==> config.mk <==
export PLATFORM = sky130hd
export DESIGN_NAME = div_req_ctrl
export DESIGN_NICKNAME = d
export VERILOG_FILES = /design/src/rtl/div_pkg.sv /design/src/rtl/div_cond_neg.sv /design/src/rtl/div_req_ctrl.sv
export SDC_FILE = /design/constraint.sdc
export NUM_CORES = 1
export LEC_CHECK = 0
export BUFFER_PORTS_ARGS = -buffer_cell sky130_fd_sc_hd__buf_2
export CAP_MARGIN = 25
export CELL_PAD_IN_SITES_DETAIL_PLACEMENT = 0
export CELL_PAD_IN_SITES_GLOBAL_PLACEMENT = 1
export CORE_ASPECT_RATIO = 1.25
export CORE_MARGIN = 10
export CORE_UTILIZATION = 38
export CTS_CLUSTER_SIZE = 24
export DETAILED_ROUTE_END_ITERATION = 10
export MAX_ROUTING_LAYER = met4
export PLACE_DENSITY_LB_ADDON = 0.1
export SYNTH_ARGS = -nofsm -noshare
export SYNTH_HDL_FRONTEND = slang
export SYNTH_SLANG_ARGS = --single-unit
==> constraint.sdc <==
create_clock -name clk -period 3.05 [get_ports clk]
set_clock_uncertainty 0.1 [all_clocks]
set_input_delay 0.61 -clock clk [delete_from_list [all_inputs] [get_ports clk]]
set_output_delay 0.61 -clock clk [all_outputs]
set_load 0.03 [all_outputs]
==> src/rtl/div_pkg.sv <==
// Shared definitions for the divider request controller: default width,
// FSM state encoding and the special operand patterns at the default width.
package div_pkg;

    localparam int DIV_WIDTH = 64;

    typedef enum logic [1:0] {
        IDLE  = 2'd0,
        ISSUE = 2'd1,
        WAIT  = 2'd2,
        DONE  = 2'd3
    } divState_e;

    // Most negative two's-complement value and all-ones (-1) at the default width
    localparam logic [DIV_WIDTH-1:0] DIV_MIN  = {1'b1, {(DIV_WIDTH-1){1'b0}}};
    localparam logic [DIV_WIDTH-1:0] DIV_ONES = {DIV_WIDTH{1'b1}};

endpackage

==> src/rtl/div_cond_neg.sv <==
// Combinational conditional two's-complement negate: y = neg ? -a : a (mod 2^WIDTH).
module div_cond_neg
    import div_pkg::*;
#(
    parameter int WIDTH = DIV_WIDTH
) (
    input  logic [WIDTH-1:0] a_i,
    input  logic             neg_i,
    output logic [WIDTH-1:0] y_o
);

    assign y_o = neg_i ? (~a_i + WIDTH'(1)) : a_i;

endmodule

==> src/rtl/div_req_ctrl.sv <==
// Request/response wrapper around an unsigned divider: feeds operand magnitudes,
// restores result signs, and short-circuits divide-by-zero and signed overflow.
module div_req_ctrl
    import div_pkg::*;
#(
    parameter int WIDTH = DIV_WIDTH
) (
    input  logic             clk,
    input  logic             reset,
    input  logic             req_valid,
    output logic             req_ready,
    input  logic [WIDTH-1:0] req_dividend,
    input  logic [WIDTH-1:0] req_divisor,
    input  logic             req_signed,
    output logic [WIDTH-1:0] div_dividend,
    output logic [WIDTH-1:0] div_divisor,
    input  logic [WIDTH-1:0] div_quotient,
    input  logic [WIDTH-1:0] div_remainder,
    output logic             rsp_valid,
    input  logic             rsp_ready,
    output logic [WIDTH-1:0] rsp_quotient,
    output logic [WIDTH-1:0] rsp_remainder,
    output logic             rsp_div_zero,
    output logic             rsp_overflow
);

    localparam logic [WIDTH-1:0] MinVal  = {1'b1, {(WIDTH-1){1'b0}}};
    localparam logic [WIDTH-1:0] AllOnes = {WIDTH{1'b1}};

    divState_e        state_q;
    logic             reqReady_q;
    logic             rspValid_q;
    logic             qNeg_q;
    logic             rNeg_q;
    logic [WIDTH-1:0] divDividend_q;
    logic [WIDTH-1:0] divDivisor_q;
    logic [WIDTH-1:0] rspQuot_q;
    logic [WIDTH-1:0] rspRem_q;
    logic             divZero_q;
    logic             overflow_q;

    logic             aNeg;
    logic             bNeg;
    logic             isZero;
    logic             isOvf;
    logic [WIDTH-1:0] dividendMag;
    logic [WIDTH-1:0] divisorMag;
    logic [WIDTH-1:0] quotFix;
    logic [WIDTH-1:0] remFix;

    assign aNeg   = req_signed & req_dividend[WIDTH-1];
    assign bNeg   = req_signed & req_divisor[WIDTH-1];
    assign isZero = (req_divisor == '0);
    assign isOvf  = req_signed && (req_dividend == MinVal) && (req_divisor == AllOnes);

    div_cond_neg #(.WIDTH(WIDTH)) uNegDividend (.a_i(req_dividend), .neg_i(aNeg),   .y_o(dividendMag));
    div_cond_neg #(.WIDTH(WIDTH)) uNegDivisor  (.a_i(req_divisor),  .neg_i(bNeg),   .y_o(divisorMag));
    div_cond_neg #(.WIDTH(WIDTH)) uNegQuot     (.a_i(div_quotient), .neg_i(qNeg_q), .y_o(quotFix));
    div_cond_neg #(.WIDTH(WIDTH)) uNegRem      (.a_i(div_remainder),.neg_i(rNeg_q), .y_o(remFix));

    // Divider operands stay frozen from accept until the response is taken.
    always_ff @(posedge clk or negedge reset) begin
        if (!reset) begin
            state_q       <= IDLE;
            reqReady_q    <= 1'b1;
            rspValid_q    <= 1'b0;
            qNeg_q        <= 1'b0;
            rNeg_q        <= 1'b0;
            divDividend_q <= '0;
            divDivisor_q  <= '0;
            rspQuot_q     <= '0;
            rspRem_q      <= '0;
            divZero_q     <= 1'b0;
            overflow_q    <= 1'b0;
        end else begin
            case (state_q)
                IDLE: begin
                    if (req_valid) begin
                        reqReady_q    <= 1'b0;
                        divDividend_q <= dividendMag;
                        divDivisor_q  <= divisorMag;
                        qNeg_q        <= aNeg ^ bNeg;
                        rNeg_q        <= aNeg;
                        if (isZero) begin
                            rspQuot_q  <= AllOnes;
                            rspRem_q   <= req_dividend;
                            divZero_q  <= 1'b1;
                            overflow_q <= 1'b0;
                            rspValid_q <= 1'b1;
                            state_q    <= DONE;
                        end else if (isOvf) begin
                            rspQuot_q  <= req_dividend;
                            rspRem_q   <= '0;
                            divZero_q  <= 1'b0;
                            overflow_q <= 1'b1;
                            rspValid_q <= 1'b1;
                            state_q    <= DONE;
                        end else begin
                            divZero_q  <= 1'b0;
                            overflow_q <= 1'b0;
                            state_q    <= ISSUE;
                        end
                    end
                end
                ISSUE: begin
                    state_q <= WAIT;
                end
                WAIT: begin
                    rspQuot_q  <= quotFix;
                    rspRem_q   <= remFix;
                    rspValid_q <= 1'b1;
                    state_q    <= DONE;
                end
                DONE: begin
                    if (rsp_ready) begin
                        rspValid_q <= 1'b0;
                        reqReady_q <= 1'b1;
                        state_q    <= IDLE;
                    end
                end
            endcase
        end
    end

    assign req_ready     = reqReady_q;
    assign rsp_valid     = rspValid_q;
    assign div_dividend  = divDividend_q;
    assign div_divisor   = divDivisor_q;
    assign rsp_quotient  = rspQuot_q;
    assign rsp_remainder = rspRem_q;
    assign rsp_div_zero  = divZero_q;
    assign rsp_overflow  = overflow_q;

endmodule

==> reports/qor.yml <==
die_h_um: 254.0
crit_chain: "buf_2 > or4_1 > or4_1 > or4_4 > buf_4 > nor2_4 > o31ai_4 > buf_12 > buf_12 > buf_4 > nand2_1 > o21ai_1"
crit_arrival_ns: 3.34
synth_edf_count: 0
hold_class: "in -> reg"
p_leak_nw: 10.58
ys_warn_count: 0
drv_slew: 0
clkSinkCount: 264
tightest_slew_ns: 0.7836
cts_tree: "done"
grt_max_degree: 193
rows: 85
drc: 0
nNetsFinal: 2975
fin_total_pwr_mw: 21.58
floorplan.initialDensity: 0.3855
required_ns: 3.41
setup_viol: 0
grt_pass1_vias: 18442
avgViaCountPerCell: 5.560
ir_drop_uv: 810.5
numCtsBuffers: 30
period_needed_ns: 2.981
clockBufferDepth: 3
final_common_cell: "buf_2"
dieArea_um2: 52620
place_inst: 3225
final_cell_mix: "buf_2, nand2_1, buf_4"
crit_slowest_cell: "or4_4"
use_met1: 0.3672
status: "finished, final reports clean"
clk_root_buffer_cell: "clkbuf_16"
slowest_delay_ns: 0.56
clkLatencyLatePin_ns: 0.58
holdWs_ns: 0.2002
ys_seq_area_frac: 0.3970
grt-ovfl-total: 0
routed_wl_um: 81040
num_vias: 18410
async_flop_share: 1.000
slew-limit-headroom: 0.4776
max_freq_mhz: 335.5
synth_seq_cells: 264
cp-start-kind: "input port"
drive_gt1_frac: 0.3393
cts.clk_slew.worst_paths_ns: 0.07
track_usage: 0.2981
gr-usage-met2: 0.4907
synth_area_per_cell_um2: 8.397
drt-initial-drc-count: 1311
syn_nets: 2252
grt_pass1_wl_um: 117700
htree_levels: 1
syn_inst: 1982
antenna_left: 0
synth.distinct_cells: 61
place_hpwl_um: 65580
antenna_found_initial: 16
worstPathMaxFanout: 9
io_buffers: 520
num_io_pins: 521
die_width_um: 207.2
cp-end-kind: "register"
design.core.area_um2: 43180
period_share: 0.9772
wl_per_cell_um: 24.48
fin_cells: 3311
crit_type: "in -> reg"
synth_ff_type: "dfrtp_1"
dr.pass1.iters: 6
synth_area_um2: 16640
drv_cap: 0
areaGrowthSynthToFinish_pct: 40.51
hold_viol_final: 0
powerDensity_nw_per_um2: 922.9
use_met3: 0.04212
gp_congestion: 1.005
busiest_layer: "met2"
-- cells in the mapped netlist, drive strengths merged (49+ instances only) --
cell type    n  share of area
o31ai       67          0.030
nor3        49          0.015
dfrtp      263           0.40
or4         49          0.022
o21ai      314          0.094
a22oi       52          0.023
nor2        78          0.018
xor2        83          0.044
nor4        49          0.020
xnor2      163          0.086
clkbuf     114          0.026
nand2      311          0.070
a21oi       53          0.016
-- what timing repair did --
| item | CTS | global route |
|---|---|---|
| gates resized for setup | 0 | 18 |
| hold buffers | 1 | 0 |
| endpoints found under the setup margin | 0 | 91 |
| buffers inserted | 0 | 4 |
| endpoints found under the hold margin | 56 | 0 |
-- power by group --
part | total (mW) | internal, mW | switching [mW]
combinational | 11.2 | 3.63 | 7.57
clock | 4.18 | 2.50 | 1.68
sequential | 6.21 | 5.07 | 1.14
-- layer usage --
| metal | part of all wire | wire length [um] |
|---|---|---|
| met4 | 0.035 | 2809 |
| met1 | 0.41 | 33550 |
| met5 | 0 | 0 |
| met2 | 0.48 | 39240 |
| met3 | 0.067 | 5440 |
-- cells by family (layout without fill, tap and decap cells) --
logic type / count (synthesis) / after routing / synth area share
buffers and inverters: 163 / 910 / 0.03992
adders and majority gates: 9 / 9 / 0.006766
AOI/OAI and AO/OA: 609 / 609 / 0.2200
muxes: 5 / 5 / 0.003458
xor gates and xnor gates: 246 / 246 / 0.1295
DFF: 264 / 264 / 0.3970
and+or+nand+nor: 686 / 686 / 0.2034
other: 0 / 17 / 0
-- area by class of cell --
cell class	instances	area (um^2)
antenna	17	42.54
clock buffer	34	807.0
clock inverter	22	312.8
fill	4249	19790
inverter	23	86.33
multi-input combinational	1555	9474
sequential	264	6609
tap	565	706.9
timing repair buffer	831	5348
-- state kept, by name, summed over array words and instances, names as in the netlist, 2 cells and up --
name           count
rsp_remainder     64
div_dividend      64
state_q            2
rsp_quotient      64
div_divisor       64
-- final timing paths --
| check | slack, ns | start | cells past startpoint | to |
|---|---|---|---|---|
| worst max-delay path | 0.07 | req_divisor[38] | 12 | rsp_remainder[31]$_DFFE_PN0P_ |
| worst min-delay path | 0.20 | rsp_ready | 3 | req_ready$_DFFE_PN1P_ |
| worst max register to register | 0.75 | state_q[0]$_DFFE_PN0P_ | 8 | rsp_quotient[11]$_DFFE_PN0P_ |
| worst min register to register | 0.37 | div_divisor[47]$_DFFE_PN0P_ | 2 | div_divisor[47]$_DFFE_PN0P_ |
| max in group asynchronous | 1.59 | reset | 3 | rsp_remainder[20]$_DFFE_PN0P_ |
| min in group asynchronous | 0.48 | reset | 2 | div_divisor[18]$_DFFE_PN0P_ |
-- per-stage QoR --
| stage | instance area (um^2) | setup slack [ns] | utilization | TNS [ns] |
|---|---|---|---|---|
| after detailed placement | 21900 | -0.6100 | 0.5072 | -68.95 |
| final | 23390 | 0.06945 | 0.5416 | 0 |
| after floorplan | 16760 | -0.2735 | - | -28.92 |
| after CTS | 23030 | 0.005615 | 0.5334 | 0 |
| after global placement | 21900 | -0.5838 | 0.5072 | -64.90 |
| after global routing | 23380 | -0.01321 | 0.5416 | -0.03446 |
-- critical path: cells and delay by family --
kind | cells | cell delay, ns
simple gates | 5 | 1.79
buf+inv | 5 | 0.77
compound gates | 2 | 0.15
(Power assumes the default switching activity.)
